==> src/rtl/sqrt_arb_pkg.sv <==
// rtl/sqrt_arb_pkg.sv - Shared constants and response type for the sqrt request arbiter
package sqrt_arb_pkg;

  localparam int SQRT_WIDTH    = 16;
  localparam int SQRT_LATENCY  = 17;
  localparam int SQRT_OUT_FRAC = 6;
  // Wide enough for the largest supported requester count (8).
  localparam int SQRT_MAX_ID_W = 3;

  typedef struct packed {
    logic [SQRT_MAX_ID_W-1:0] id;
    logic [SQRT_WIDTH-1:0]    data;
  } sqrt_rsp_t;

endpackage

==> src/rtl/sqrt_req_arbiter_if.sv <==
// rtl/sqrt_req_arbiter_if.sv - Request, pipeline and response signals of sqrt_req_arbiter
interface sqrt_req_arbiter_if
  import sqrt_arb_pkg::*;
#(
  parameter int NREQ  = 4,
  parameter int WIDTH = SQRT_WIDTH
);
  localparam int IDW = (NREQ > 1) ? $clog2(NREQ) : 1;

  logic [NREQ-1:0]       req_valid;
  logic [NREQ*WIDTH-1:0] req_data;
  logic [NREQ-1:0]       req_ready;
  logic [WIDTH-1:0]      sq_N;
  logic                  sq_in_valid;
  logic [WIDTH-1:0]      sq_sqrt;
  logic                  sq_out_valid;
  logic                  rsp_valid;
  logic [IDW-1:0]        rsp_id;
  logic [WIDTH-1:0]      rsp_data;
  logic                  rsp_ready;

  modport slave (
    input  req_valid, req_data, sq_sqrt, sq_out_valid, rsp_ready,
    output req_ready, sq_N, sq_in_valid, rsp_valid, rsp_id, rsp_data
  );

  modport master (
    output req_valid, req_data, sq_sqrt, sq_out_valid, rsp_ready,
    input  req_ready, sq_N, sq_in_valid, rsp_valid, rsp_id, rsp_data
  );

endinterface

==> src/rtl/sqrt_arb_fifo.sv <==
// rtl/sqrt_arb_fifo.sv - Show-ahead synchronous FIFO with occupancy count and same-cycle push/pop
module sqrt_arb_fifo #(
  parameter int  W     = 8,
  parameter int  DEPTH = 4,
  localparam int CW    = $clog2(DEPTH + 1),
  localparam int AW    = (DEPTH > 1) ? $clog2(DEPTH) : 1
) (
  input  logic          clk,
  input  logic          rst_n,
  input  logic          push_i,
  input  logic [W-1:0]  push_data_i,
  input  logic          pop_i,
  output logic [W-1:0]  pop_data_o,
  output logic          empty_o,
  output logic          full_o,
  output logic [CW-1:0] count_o
);

  logic [W-1:0]  mem_q [DEPTH];
  logic [AW-1:0] wr_q, wr_d, rd_q, rd_d;
  logic [CW-1:0] count_q, count_d;
  logic          do_push, do_pop;

  assign empty_o = (count_q == '0);
  assign full_o  = (count_q == CW'(DEPTH));
  assign count_o = count_q;

  // A full FIFO still accepts a push when the head leaves on the same edge.
  assign do_pop  = pop_i & ~empty_o;
  assign do_push = push_i & (~full_o | do_pop);

  always_comb begin
    wr_d    = wr_q;
    rd_d    = rd_q;
    count_d = count_q;
    if (do_push) wr_d = (wr_q == AW'(DEPTH - 1)) ? '0 : wr_q + AW'(1);
    if (do_pop)  rd_d = (rd_q == AW'(DEPTH - 1)) ? '0 : rd_q + AW'(1);
    if (do_push && !do_pop) count_d = count_q + CW'(1);
    if (do_pop && !do_push) count_d = count_q - CW'(1);
  end

  always_ff @(posedge clk or negedge rst_n) begin
    if (!rst_n) begin
      wr_q    <= '0;
      rd_q    <= '0;
      count_q <= '0;
    end else begin
      wr_q    <= wr_d;
      rd_q    <= rd_d;
      count_q <= count_d;
    end
  end

  always_ff @(posedge clk) begin
    if (do_push) mem_q[wr_q] <= push_data_i;
  end

  assign pop_data_o = empty_o ? '0 : mem_q[rd_q];

endmodule

==> src/rtl/sqrt_req_arbiter.sv <==
// rtl/sqrt_req_arbiter.sv - Round-robin, credit-limited sharing of one sqrt pipeline among NREQ requesters
// Optional SQRT_ARB_STATS_EN adds saturating per-requester issue and stall counters.
module sqrt_req_arbiter
  import sqrt_arb_pkg::*;
#(
  parameter int NREQ    = 4,
  parameter int WIDTH   = SQRT_WIDTH,
  parameter int LATENCY = SQRT_LATENCY,
  parameter int DEPTH   = LATENCY + 2
) (
  input  logic                   clk,
  input  logic                   rst_n,
  input  logic                   en,
  sqrt_req_arbiter_if.slave      bus,
  output logic                   idle,
  output logic                   err
`ifdef SQRT_ARB_STATS_EN
  ,
  output logic [NREQ*32-1:0]     stat_issued,
  output logic [31:0]            stat_stall
`endif
);

  localparam int IDW = (NREQ > 1) ? $clog2(NREQ) : 1;
  localparam int CW  = $clog2(DEPTH + 1);
  localparam int SW  = CW + 1;
  localparam int RW  = IDW + WIDTH;

  logic [IDW-1:0]   ptr_q, ptr_d;
  logic [WIDTH-1:0] sq_n_q, sq_n_d;
  logic             sq_v_q, sq_v_d;
  logic             err_q, err_d;

  logic             hi_found, lo_found, req_found;
  logic [IDW-1:0]   hi_id, lo_id, grant_id;
  logic [WIDTH-1:0] sel_data;
  logic             credit_ok, xfer, rsp_pop, ret_ok;

  logic             tag_empty, tag_full, res_empty, res_full;
  logic [CW-1:0]    tag_count, res_count;
  logic [IDW-1:0]   tag_head;
  logic [RW-1:0]    res_head;

  assign rsp_pop = ~res_empty & bus.rsp_ready;
  assign ret_ok  = bus.sq_out_valid & ~tag_empty;

  // Credits cover in-flight plus buffered results; a pop this cycle frees its slot immediately.
  assign credit_ok = en & ((SW'(tag_count) + SW'(res_count) - SW'(rsp_pop)) < SW'(DEPTH));

  // Round-robin: lowest valid index at or above the pointer, else lowest valid overall.
  always_comb begin
    hi_found = 1'b0;
    lo_found = 1'b0;
    hi_id    = '0;
    lo_id    = '0;
    for (int i = 0; i < NREQ; i++) begin
      if (bus.req_valid[i] && !hi_found && (IDW'(i) >= ptr_q)) begin
        hi_found = 1'b1;
        hi_id    = IDW'(i);
      end
      if (bus.req_valid[i] && !lo_found) begin
        lo_found = 1'b1;
        lo_id    = IDW'(i);
      end
    end
  end

  assign req_found = hi_found | lo_found;
  assign grant_id  = hi_found ? hi_id : lo_id;
  assign xfer      = req_found & credit_ok & rst_n;

  always_comb begin
    sel_data = '0;
    for (int i = 0; i < NREQ; i++) begin
      if (grant_id == IDW'(i)) sel_data = bus.req_data[i*WIDTH +: WIDTH];
    end
  end

  always_comb begin
    ptr_d  = ptr_q;
    sq_n_d = sq_n_q;
    sq_v_d = xfer;
    err_d  = err_q | (bus.sq_out_valid & tag_empty);
    if (xfer) begin
      ptr_d  = (grant_id == IDW'(NREQ - 1)) ? '0 : grant_id + IDW'(1);
      sq_n_d = sel_data;
    end
  end

  always_ff @(posedge clk or negedge rst_n) begin
    if (!rst_n) begin
      ptr_q  <= '0;
      sq_n_q <= '0;
      sq_v_q <= 1'b0;
      err_q  <= 1'b0;
    end else begin
      ptr_q  <= ptr_d;
      sq_n_q <= sq_n_d;
      sq_v_q <= sq_v_d;
      err_q  <= err_d;
    end
  end

  sqrt_arb_fifo #(.W(IDW), .DEPTH(DEPTH)) u_tag_fifo (
    .clk         (clk),
    .rst_n       (rst_n),
    .push_i      (xfer),
    .push_data_i (grant_id),
    .pop_i       (ret_ok),
    .pop_data_o  (tag_head),
    .empty_o     (tag_empty),
    .full_o      (tag_full),
    .count_o     (tag_count)
  );

  sqrt_arb_fifo #(.W(RW), .DEPTH(DEPTH)) u_res_fifo (
    .clk         (clk),
    .rst_n       (rst_n),
    .push_i      (ret_ok),
    .push_data_i ({tag_head, bus.sq_sqrt}),
    .pop_i       (rsp_pop),
    .pop_data_o  (res_head),
    .empty_o     (res_empty),
    .full_o      (res_full),
    .count_o     (res_count)
  );

  assign bus.req_ready   = xfer ? (NREQ'(1) << grant_id) : '0;
  assign bus.sq_N        = sq_n_q;
  assign bus.sq_in_valid = sq_v_q;
  assign bus.rsp_valid   = ~res_empty;
  assign bus.rsp_id      = res_head[RW-1 -: IDW];
  assign bus.rsp_data    = res_head[WIDTH-1:0];

  assign idle = tag_empty & res_empty & ~sq_v_q;
  assign err  = err_q;

`ifdef SQRT_ARB_STATS_EN
  logic [31:0] issued_q [NREQ];
  logic [31:0] stall_q;

  always_ff @(posedge clk or negedge rst_n) begin
    if (!rst_n) begin
      for (int i = 0; i < NREQ; i++) issued_q[i] <= '0;
      stall_q <= '0;
    end else begin
      for (int i = 0; i < NREQ; i++) begin
        if (xfer && (grant_id == IDW'(i)) && (issued_q[i] != '1)) issued_q[i] <= issued_q[i] + 32'd1;
      end
      if ((|bus.req_valid) && !xfer && (stall_q != '1)) stall_q <= stall_q + 32'd1;
    end
  end

  always_comb begin
    stat_issued = '0;
    for (int i = 0; i < NREQ; i++) stat_issued[i*32 +: 32] = issued_q[i];
  end

  assign stat_stall = stall_q;
`endif

endmodule

==> src/flat_wrapper.sv <==
// flat-port wrapper written by rule: the top's interface ports become plain ports
module sqrt_req_arbiter_flat import sqrt_arb_pkg::*;
#(
  parameter int NREQ    = 4,
  parameter int WIDTH   = SQRT_WIDTH,
  parameter int LATENCY = SQRT_LATENCY,
  parameter int DEPTH   = LATENCY + 2
)
  (clk, rst_n, en, idle, err, bus_req_valid, bus_req_data, bus_sq_sqrt, bus_sq_out_valid, bus_rsp_ready, bus_req_ready, bus_sq_N, bus_sq_in_valid, bus_rsp_valid, bus_rsp_id, bus_rsp_data);
  sqrt_req_arbiter_if #(.NREQ(NREQ), .WIDTH(WIDTH)) bus_i ();
  input  logic clk;
  input  logic rst_n;
  input  logic en;
  output logic idle;
  output logic err;
  input wire logic [$bits(bus_i.req_valid)-1:0] bus_req_valid;
  input wire logic [$bits(bus_i.req_data)-1:0] bus_req_data;
  input wire logic [$bits(bus_i.sq_sqrt)-1:0] bus_sq_sqrt;
  input wire logic [$bits(bus_i.sq_out_valid)-1:0] bus_sq_out_valid;
  input wire logic [$bits(bus_i.rsp_ready)-1:0] bus_rsp_ready;
  output wire logic [$bits(bus_i.req_ready)-1:0] bus_req_ready;
  output wire logic [$bits(bus_i.sq_N)-1:0] bus_sq_N;
  output wire logic [$bits(bus_i.sq_in_valid)-1:0] bus_sq_in_valid;
  output wire logic [$bits(bus_i.rsp_valid)-1:0] bus_rsp_valid;
  output wire logic [$bits(bus_i.rsp_id)-1:0] bus_rsp_id;
  output wire logic [$bits(bus_i.rsp_data)-1:0] bus_rsp_data;
  assign bus_i.req_valid = bus_req_valid;
  assign bus_i.req_data = bus_req_data;
  assign bus_i.sq_sqrt = bus_sq_sqrt;
  assign bus_i.sq_out_valid = bus_sq_out_valid;
  assign bus_i.rsp_ready = bus_rsp_ready;
  assign bus_req_ready = bus_i.req_ready;
  assign bus_sq_N = bus_i.sq_N;
  assign bus_sq_in_valid = bus_i.sq_in_valid;
  assign bus_rsp_valid = bus_i.rsp_valid;
  assign bus_rsp_id = bus_i.rsp_id;
  assign bus_rsp_data = bus_i.rsp_data;
  sqrt_req_arbiter #(.NREQ(NREQ), .WIDTH(WIDTH), .LATENCY(LATENCY), .DEPTH(DEPTH)) u_core (.clk(clk), .rst_n(rst_n), .en(en), .bus(bus_i), .idle(idle), .err(err));
endmodule
==> config.mk <==
export PLATFORM = sky130hd
export DESIGN_NAME = sqrt_req_arbiter_flat
export DESIGN_NICKNAME = d
export VERILOG_FILES = /design/src/rtl/sqrt_arb_pkg.sv /design/src/rtl/sqrt_req_arbiter_if.sv /design/src/rtl/sqrt_arb_fifo.sv /design/src/rtl/sqrt_req_arbiter.sv /design/src/flat_wrapper.sv
export SDC_FILE = /design/constraint.sdc
export NUM_CORES = 1
export LEC_CHECK = 0
export ABC_AREA = 1
export CAP_MARGIN = 20
export CORE_ASPECT_RATIO = 0.7
export CORE_UTILIZATION = 59
export CTS_BUF_LIST = sky130_fd_sc_hd__clkbuf_8
export CTS_CLUSTER_DIAMETER = 50
export CTS_CLUSTER_SIZE = 30
export DETAILED_ROUTE_END_ITERATION = 7
export PLACE_DENSITY_LB_ADDON = 0.08
export SETUP_SLACK_MARGIN = 0.15
export SYNTH_ARGS = -nofsm -noshare
export SYNTH_HDL_FRONTEND = slang
export SYNTH_HIERARCHICAL = 1
export SYNTH_SLANG_ARGS = --single-unit
==> constraint.sdc <==
create_clock -name clk -period 10.19 [get_ports clk]
set_input_delay 1.5285 -clock clk [delete_from_list [all_inputs] [get_ports clk]]
set_output_delay 1.5285 -clock clk [all_outputs]
set_load 0.05 [all_outputs]
==> run metrics, run 1 <==
Leak 8.40 nW; Post-Synth Simple-Gate Area 17.0%; Synth Flop Type edfxtp_1; max-slew violation count 0; arrival time at the worst endpoint 5.37 ns; setup bufs post-CTS 0; Final Util roughly 67%; die area 33500 µm²; unique cell type count in the Yosys netlist 41; Clock Sinks 430; most frequent cells in the layout nand2_1 (413), edfxtp_1 (380), nor2_1 (213), o21ai_0 (153), inv_1 (152); post-synthesis xor/xnor area fraction 0.589%; setup TNS 0 ns; largest net degree at the start of global routing 109; antenna-violating nets left 0; total CTS buffers 34; crit end category output pin; min Tclk post-route 6.90 ns; critical-path maximum fanout 21; H-tree Lvls 2; DRC viols 0; die width approximately 220 µm; Port Buffers 130; Die Ht 153 µm; hpwl dp 27900 µm; area grow syn2layout 12.3%; #FFs+latches synth 430; Hold WC Path Type flip-flop to flip-flop; post-synthesis mux area share 0%; commonest non-fill, non-tap cell in the layout nand2_1; clk slew on worst S/H paths approximately 0.090 ns; power density cells 298 nW/µm²; maximum vdd drop 0.346 mV; GPL Wtd Cong 0.850; via count 13.5k; Setup CP Type primary input to output pin; first-pass GRT wire length 71100 µm; CP required between 8 and 9 ns; Fmax achieved 145 MHz; Adder-Cell Fraction of Synth Area 2.38%; status finished, final reports clean; RSZ-0062 raised after global routing no; num rows 55; maximum buffer depth of the clock tree 3; final setup fails 0; WL final 46700 µm; Wirelength per Cell 19.6 µm; initial antenna violation count 1; yosys warns 6; number of DRC markers in iteration 0 1255; gr ovfl total 0; largest family of logic cells by synthesized area simple AND/OR/NAND/NOR gates; startpoint types primary input; Final Cycle Share around two thirds; CTS root buf clkbuf_8; Resize count post-CTS 0; worst skew pair latency 0.60 ns; synthesized net count 1941; fraction of registers with async set/reset 11.6%; Post-Syn Area 19300 µm²; nets@finish 2050; cell count after synthesis 1817; number of global-route vias before repair about 13k; Post-CTS Hold Buffers 0; worst clock skew 0.0406 ns; CTS tree built; Starting Density 59.9%; max cap viols 0; core area about 32000 µm²; layout cells sized above 1 7.43%; vias per cell 5.66; Seq/Total Area, Yosys between 60 and 70%; Tot GR Track Use 27.9%; Avg Inst Size Synth 10.6 µm²; IO Count 131; Post-synth EDFFs between 300 and 400; drt pass-1 iters 5; compound-gate portion of the synthesized area 8.60%; measured slew at the worst slew-check pin 1.04 ns; Final Hold Vio Count 0; relative slew slack 30.8%
-- registers in the layout (all words and copies together) (netlist names) --
signal,flops
u_core/u_tag_fifo/wr_q,5
u_core/u_res_fifo/wr_q,5
u_core/u_res_fifo/mem_q,342
u_core/u_res_fifo/count_o,5
u_core/u_tag_fifo/count_o,5
u_core/err,1
u_core/bus.sq_in_valid,1
u_core/u_res_fifo/rd_q,5
u_core/ptr_q,2
u_core/u_tag_fifo/rd_q,5
u_core/bus.sq_N,16
u_core/u_tag_fifo/mem_q,38
-- final timing paths --
kind                       slack (ns)  depth (start not counted)                      endpoint                    startpoint
min in group asynchronous        1.07                          2     u_core/u_tag_fifo/wr_q[0]                         rst_n
max reg2reg                      5.55                         27  u_core/u_tag_fifo/count_o[4]  u_core/u_res_fifo/count_o[3]
max in group asynchronous        8.62                          2     u_core/u_res_fifo/rd_q[0]                         rst_n
min                              0.49                          2            u_core/bus.sq_N[8]            u_core/bus.sq_N[8]
max                              3.29                         10              bus_req_ready[2]              bus_req_valid[0]
min reg2reg                      0.49                          2            u_core/bus.sq_N[8]            u_core/bus.sq_N[8]
-- routing by layer --
layer,track usage (%),up-vias,routed length (µm)
met5,0,-,0
li1,-,6403,-
met4,7.19,0,862
met1,41.8,6467,21300
met3,4.89,77,3720
met2,42.6,527,20800
-- cell families after synthesis --
logic type,after synthesis
adders and majority gates,35
DFF,430
buffers and inverters,251
and+or+nand+nor,793
xor gates and xnor gates,13
AOI/OAI and AO/OA,295
-- cell usage after synthesis, drive strengths merged (11+ instances only) --
cell / number / area [µm²]
nand2: 423 / 1630
edfxtp: 380 / 11400
nor2: 239 / 941
inv: 159 / 597
o21ai: 155 / 776
nand3: 112 / 581
o22ai: 60 / 375
buf: 58 / 414
dfrtp: 50 / 1250
a21oi: 39 / 225
ha: 32 / 400
clkbuf: 30 / 121
o211ai: 21 / 158
a31oi: 16 / 100
xor2: 11 / 96.3
-- layout make-up --
class	instances	area (µm²)
clock inverter	25	241
tap	427	534
inverter	163	614
sequential	430	12700
timing repair buffer	161	1570
multi-input combinational	1136	5590
antenna	1	2.50
clock buffer	37	509
fill	2444	10600
-- per-stage QoR --
step | hold slack, ns | setup WS [ns] | cells | power [mW] | cell area (µm²)
global placement | 0.460 | 3.45 | 2314 | 5.37 | 20900
detailed placement | 0.466 | 3.37 | 2315 | 5.44 | 20900
CTS | 0.495 | 3.35 | 2377 | 6.44 | 21700
finish | 0.491 | 3.29 | 2380 | 6.47 | 21700
global route | 0.516 | 2.94 | 2379 | 6.84 | 21700
floorplan | 0.471 | 4.61 | 1817 | 4.55 | 19300
-- critical path, cell delays in order --
cell and delay [ns]:
clkdlybuf4s50_1 0.44, nand2_1 0.11, nand2_1 0.09, nor3b_1 0.20
nor3_1 0.10, inv_1 0.59, ha_1 0.67, clkinv_1 0.55
nor2_1 0.24, clkdlybuf4s50_1 0.83
-- report_power, final --
part | leakage [nW] | internal [mW] | switching (mW)
sequential | 4.04 | 2.20 | 0.201
combinational | 3.99 | 0.935 | 2.12
clock | 0.372 | 0.395 | 0.615
Power figures use the tool's default switching activity.
==> run 2, diff against run 1 <==
- clock period: 10.19 -> 7.1 ns (I/O delays scaled with it)
==> run 2 against run 1 <==
Compared with the run above: worst hold slack lost 0.0069 ns; via count grew 1.3%; clock power grew 48%; clock skew grew 0.0027 ns; non-clock buffer count shrank 1; critical endpoint is now bus_req_ready[1]; core utilization is essentially flat; cell count shrank 0.25%; first-iteration DRC count grew 4.9%; highest routed layer unchanged; largest power group unchanged.
==> run metrics, run 2 (synthesis gave the netlist of run 1 again) <==
ant diodes 0 (-1); relative slew slack 36.4% (+5.6 points); Final Hold Vio Count 0 (unchanged); Setup CP Type flip-flop to output pin; CP required 6.03 ns (-2.63 ns); number of DRC markers in iteration 0 1316 (+4.9%); antenna-violating nets left 0 (unchanged); number of global-route vias before repair 12.8k (+0.32%); GPL Wtd Cong 0.900 (+5.9%); crit end category output pin; die area 33500 µm² (unchanged); drt pass-1 iters 5 (unchanged); H-tree Lvls 1 (-1); via count 13.6k (+1.3%); Clock Sinks 430 (unchanged); Resize count post-CTS 0 (unchanged); Leak 8.40 nW (about the same); Tot GR Track Use 28.5% (+0.59 points); initial antenna violation count 0 (-1); max-slew violation count 0 (unchanged); setup bufs post-CTS 0 (unchanged); startpoint types flip-flop; first-pass GRT wire length 72700 µm (+2.3%); max reg flops 342 (unchanged); Fmax achieved ~160 MHz; global route hottest layer met2; hpwl dp 28500 µm (+2.0%); Hold WC Path Type flip-flop to flip-flop; commonest non-fill, non-tap cell in the layout nand2_1; layout cells sized above 1 7.29% (-0.14 points); num rows 55 (unchanged); setup TNS 0 ns (unchanged); gr ovfl total 0 (unchanged); Wirelength per Cell 19.9 µm (+1.5%); Clk network pwr share 16.0% (+0.4 points); routing usage on met2 43.7% (+1.2 points); min Tclk post-route 6.15 ns; non-filler cells, final 2374 (-0.25%); total CTS buffers 31 (-8.8%); die width 218 µm (unchanged); nets@finish 2046 (-0.20%); area grow syn2layout 12.3% (about the same); GRT met3 Usage 4.99% (+0.099 points); Starting Density 59.9% (unchanged); measured slew at the worst slew-check pin 0.952 ns (-0.0850 ns); worst clock skew 0.0433 ns (+0.00272 ns); status finished, final reports clean; Post-Place Cells 2315 (unchanged); WL final 47300 µm (+1.2%); most frequent cells in the layout nand2_1 (413), edfxtp_1 (380), nor2_1 (213), inv_1 (154), o21ai_0 (153); post-route cell area 21700 µm² (about the same); Final Cycle Share 86.6%; worst skew pair latency 0.68 ns (+0.08 ns); Post-CTS Hold Buffers 0 (unchanged); IO Count 131 (unchanged); area post-placement 20900 µm² (about the same); Pint 5.08 mW (+44%); Die Ht 153 µm (unchanged); Final Util 67.3% (about the same); CTS tree built; register with the most flip-flops u_core/u_res_fifo/mem_q; Flop pwr share 36.3% (-0.9 points); critical-path maximum fanout 22 (+4.8%); met1 usage 43.1% (+1.3 points); sw frac 45.7% (+0.32 points); Port Buffers 130 (unchanged); power density cells 431 nW/µm² (+45%); maximum vdd drop 0.469 mV (+35%); core area 32300 µm² (unchanged); arrival time at the worst endpoint 5.08 ns (-0.29 ns); sw power 4.27 mW (+46%); final setup fails 0 (unchanged); RSZ-0062 raised after global routing no; largest net degree at the start of global routing 89 (-18%); vias per cell 5.75 (+1.5%); DRC viols 0 (unchanged); worst slack, placed 1.17 ns (-2.20 ns); Logic pwr share 47.7% (+0.5 points); final worst-path setup slack 0.952 ns (-2.34 ns); max cap viols 0 (unchanged); CTS root buf clkbuf_8; clk slew on worst S/H paths 0.12 ns (+0.03 ns); maximum buffer depth of the clock tree 3 (unchanged)
run 2: final timing paths:
path	from	end	slack, ns	cells past startpoint
max in group asynchronous	rst_n	u_core/u_res_fifo/rd_q[0]	6.05	2
min reg2reg	u_core/err	u_core/err	0.48	1
min in group asynchronous	rst_n	u_core/bus.sq_N[10]	0.50	2
max	u_core/u_res_fifo/count_o[3]	bus_req_ready[1]	0.95	17
max reg2reg	u_core/u_res_fifo/count_o[3]	u_core/u_tag_fifo/count_o[4]	2.61	27
min	u_core/err	u_core/err	0.48	1
run 2: power groups by stage:
stage,clock (mW),sequential (mW),combinational [mW]
4_1_cts,1.51,3.40,4.42
6_report,1.49,3.40,4.46
3_3_place_gp,0,3.44,4.29
2_1_floorplan,0,3.49,3.05
5_1_grt,1.60,3.43,4.86
3_5_place_dp,0,3.45,4.39
run 2: worst max-delay path, stage by stage, from the launching register on:
cell and delay, ns:
dfrtp_1 0.44, nor2_2 0.19, nand4_4 0.34, inv_1 0.28
nor2_1 0.13, ha_1 0.31, inv_1 0.06, ha_1 0.17
inv_1 0.07, fa_1 0.44, inv_1 0.09, nand3_1 0.10
nand3_1 0.10, nand2_1 0.09, nand2_4 0.10, nand3_2 0.40
nor2_1 0.28, clkdlybuf4s50_1 0.84
run 2: routing by layer:
| metal | part of all wire [%] | wire, µm | vias up |
|---|---|---|---|
| li1 | - | - | 6395 |
| met1 | 44 | 20900 | 6559 |
| met2 | 45 | 21300 | 616 |
| met3 | 9.0 | 4270 | 73 |
| met4 | 1.8 | 869 | 0 |
| met5 | 0 | 0 | - |
run 2: area by class of cell:
class                           count  area [µm²]
Sequential cell                   430       12700
Fill cell                        2419       10600
Multi-Input combinational cell   1136        5590
Timing Repair Buffer              160        1540
Inverter                          163         614
Tap cell                          427         534
Clock buffer                       31         427
Clock inverter                     27         347
run 2: through the flow:
step | hold slack, ns | total power [mW]
floorplan | 0.471 | 6.53
global placement | 0.459 | 7.73
detailed placement | 0.463 | 7.84
CTS | 0.491 | 9.33
global route | 0.518 | 9.89
finish | 0.484 | 9.36
==> run 3, diff against run 2 <==
- RECOVER_POWER: unset -> 25
==> run 3 against run 2 <==
Compared with the run above: power about the same; first-iteration DRC count decreased by 4.1%; non-clock buffer count unchanged.
==> run metrics, run 3 (synthesis gave the netlist of run 1 again) <==
RSZ-0062 raised after global routing no; final setup fails 0 (unchanged); Final Cycle Share 86.6% (about the same); Die Ht 153 µm (unchanged); Fmax achieved 163 MHz (about the same); setup TNS 0 ns (unchanged); DRC viols 0 (unchanged); power density cells 431 nW/µm² (about the same); worst skew pair latency 0.68 ns (about the same); register with the most flip-flops u_core/u_res_fifo/mem_q; CP required 6.03 ns (about the same); startpoint types flip-flop; Clock Sinks 430 (unchanged); worst slack, placed 1.17 ns (unchanged); Post-Place Cells 2315 (unchanged); die area 33500 µm² (unchanged); first-pass GRT wire length 72700 µm (unchanged); maximum buffer depth of the clock tree 3 (unchanged); CTS tree built; core area 32300 µm² (unchanged); hpwl dp 28500 µm (unchanged); non-filler cells, final 2374 (unchanged); worst hold slack 0.484 ns (-0.0000230 ns); commonest non-fill, non-tap cell in the layout nand2_1; setup bufs post-CTS 0 (unchanged); Wirelength per Cell 19.9 µm (about the same); ant diodes 0 (unchanged); Post-CTS Hold Buffers 0 (unchanged); gr ovfl total 0 (unchanged); maximum vdd drop 0.469 mV (about the same); measured slew at the worst slew-check pin 0.966 ns (+0.0137 ns); critical-path maximum fanout 22 (unchanged); number of DRC markers in iteration 0 1262 (-4.1%); antenna-violating nets left 0 (unchanged); H-tree Lvls 1 (unchanged); via count 13.7k (+0.066%); Resize count post-CTS 0 (unchanged); Final Hold Vio Count 0 (unchanged); vias per cell 5.75 (about the same); Starting Density 59.9% (unchanged); final worst-path setup slack 0.954 ns (+0.00235 ns); number of global-route vias before repair 12.8k (unchanged); Port Buffers 130 (unchanged); layout cells sized above 1 7.24% (-0.051 points); relative slew slack 35.5% (-0.92 points); arrival time at the worst endpoint 5.08 ns (about the same); area grow syn2layout 12.2% (about the same); most frequent cells in the layout nand2_1 (413), edfxtp_1 (380), nor2_1 (213), inv_1 (154), o21ai_0 (153); IO Count 131 (unchanged); CTS root buf clkbuf_8; total CTS buffers 31 (unchanged); Hold WC Path Type flip-flop to flip-flop; Tot Pwr 9.35 mW (about the same); initial antenna violation count 1 (+1); worst clock skew 0.0403 ns (-0.00299 ns); clk slew on worst S/H paths 0.12 ns (about the same); Tot GR Track Use 28.5% (unchanged); die width 218 µm (unchanged); nets@finish 2046 (unchanged); WL final 47300 µm (about the same); num rows 55 (unchanged); Setup CP Type flip-flop to output pin; largest net degree at the start of global routing 89 (unchanged); max cap viols 0 (unchanged); min Tclk post-route 6.15 ns (-0.00235 ns); max reg flops 342 (unchanged); Leak 8.40 nW (about the same); max-slew violation count 0 (unchanged); GPL Wtd Cong 0.900 (unchanged); status finished, final reports clean; drt pass-1 iters 5 (unchanged); crit end category output pin
## run 3: cell count changes in the layout (fill, tap and decap cells not counted)
cell / previous run / this run
clkdlybuf4s50_1: 129 / 118
dlygate4sd3_1: 0 / 11
nand4_1: 5 / 6
nand4_2: 1 / 0
## run 3: metal layers
| metal | wire (µm) | track usage [%] | up-vias |
|---|---|---|---|
| met5 | 0 | 0 | - |
| met4 | 908 | 5.66 | 0 |
| met3 | 3970 | 4.99 | 73 |
| met2 | 21300 | 43.7 | 575 |
| met1 | 21100 | 43.1 | 6610 |
| li1 | - | - | 6394 |
## run 3: final timing paths
| check | slack (ns) | start | endpoint | cells after the start |
|---|---|---|---|---|
| max | 0.95 | u_core/u_res_fifo/count_o[3] | bus_req_ready[1] | 17 |
| min | 0.48 | u_core/err | u_core/err | 1 |
| max reg2reg | 2.60 | u_core/u_res_fifo/count_o[3] | u_core/u_tag_fifo/count_o[4] | 27 |
| min reg2reg | 0.48 | u_core/err | u_core/err | 1 |
| max in group asynchronous | 6.05 | rst_n | u_core/u_res_fifo/rd_q[0] | 2 |
| min in group asynchronous | 0.50 | rst_n | u_core/bus.sq_N[10] | 2 |
## run 3: where the power goes
group	internal, mW	leakage (nW)	switching, mW
clock network	0.585	0.385	0.910
registers	3.16	4.04	0.234
logic	1.33	3.97	3.13
total	5.08	8.40	4.27
## run 3: cell type report
| type | count | area [µm²] |
|---|---|---|
| repair buffers | 160 | 1540 |
| well taps | 427 | 534 |
| flip-flops and latches | 430 | 12700 |
| multi-input cells | 1136 | 5580 |
| clock buffers | 31 | 427 |
| inverters | 163 | 614 |
| fillers | 2419 | 10600 |
| clock inverters | 27 | 347 |
## run 3: worst max-delay path, stage by stage (launching register included)
cell and delay [ns]:
dfrtp_1 0.44, nor2_2 0.19, nand4_4 0.34, inv_1 0.28
nor2_1 0.13, ha_1 0.31, inv_1 0.06, ha_1 0.17
inv_1 0.07, fa_1 0.44, inv_1 0.09, nand3_1 0.10
nand3_1 0.10, nand2_1 0.09, nand2_4 0.10, nand3_2 0.40
nor2_1 0.28, clkdlybuf4s50_1 0.84
## run 3: through the flow
stage	cell area, µm²	utilization (%)
final	21700	67.3
after global routing	21700	67.3
after CTS	21700	67.3
after detailed placement	20900	64.9
after global placement	20900	64.8
after floorplan	19300	-
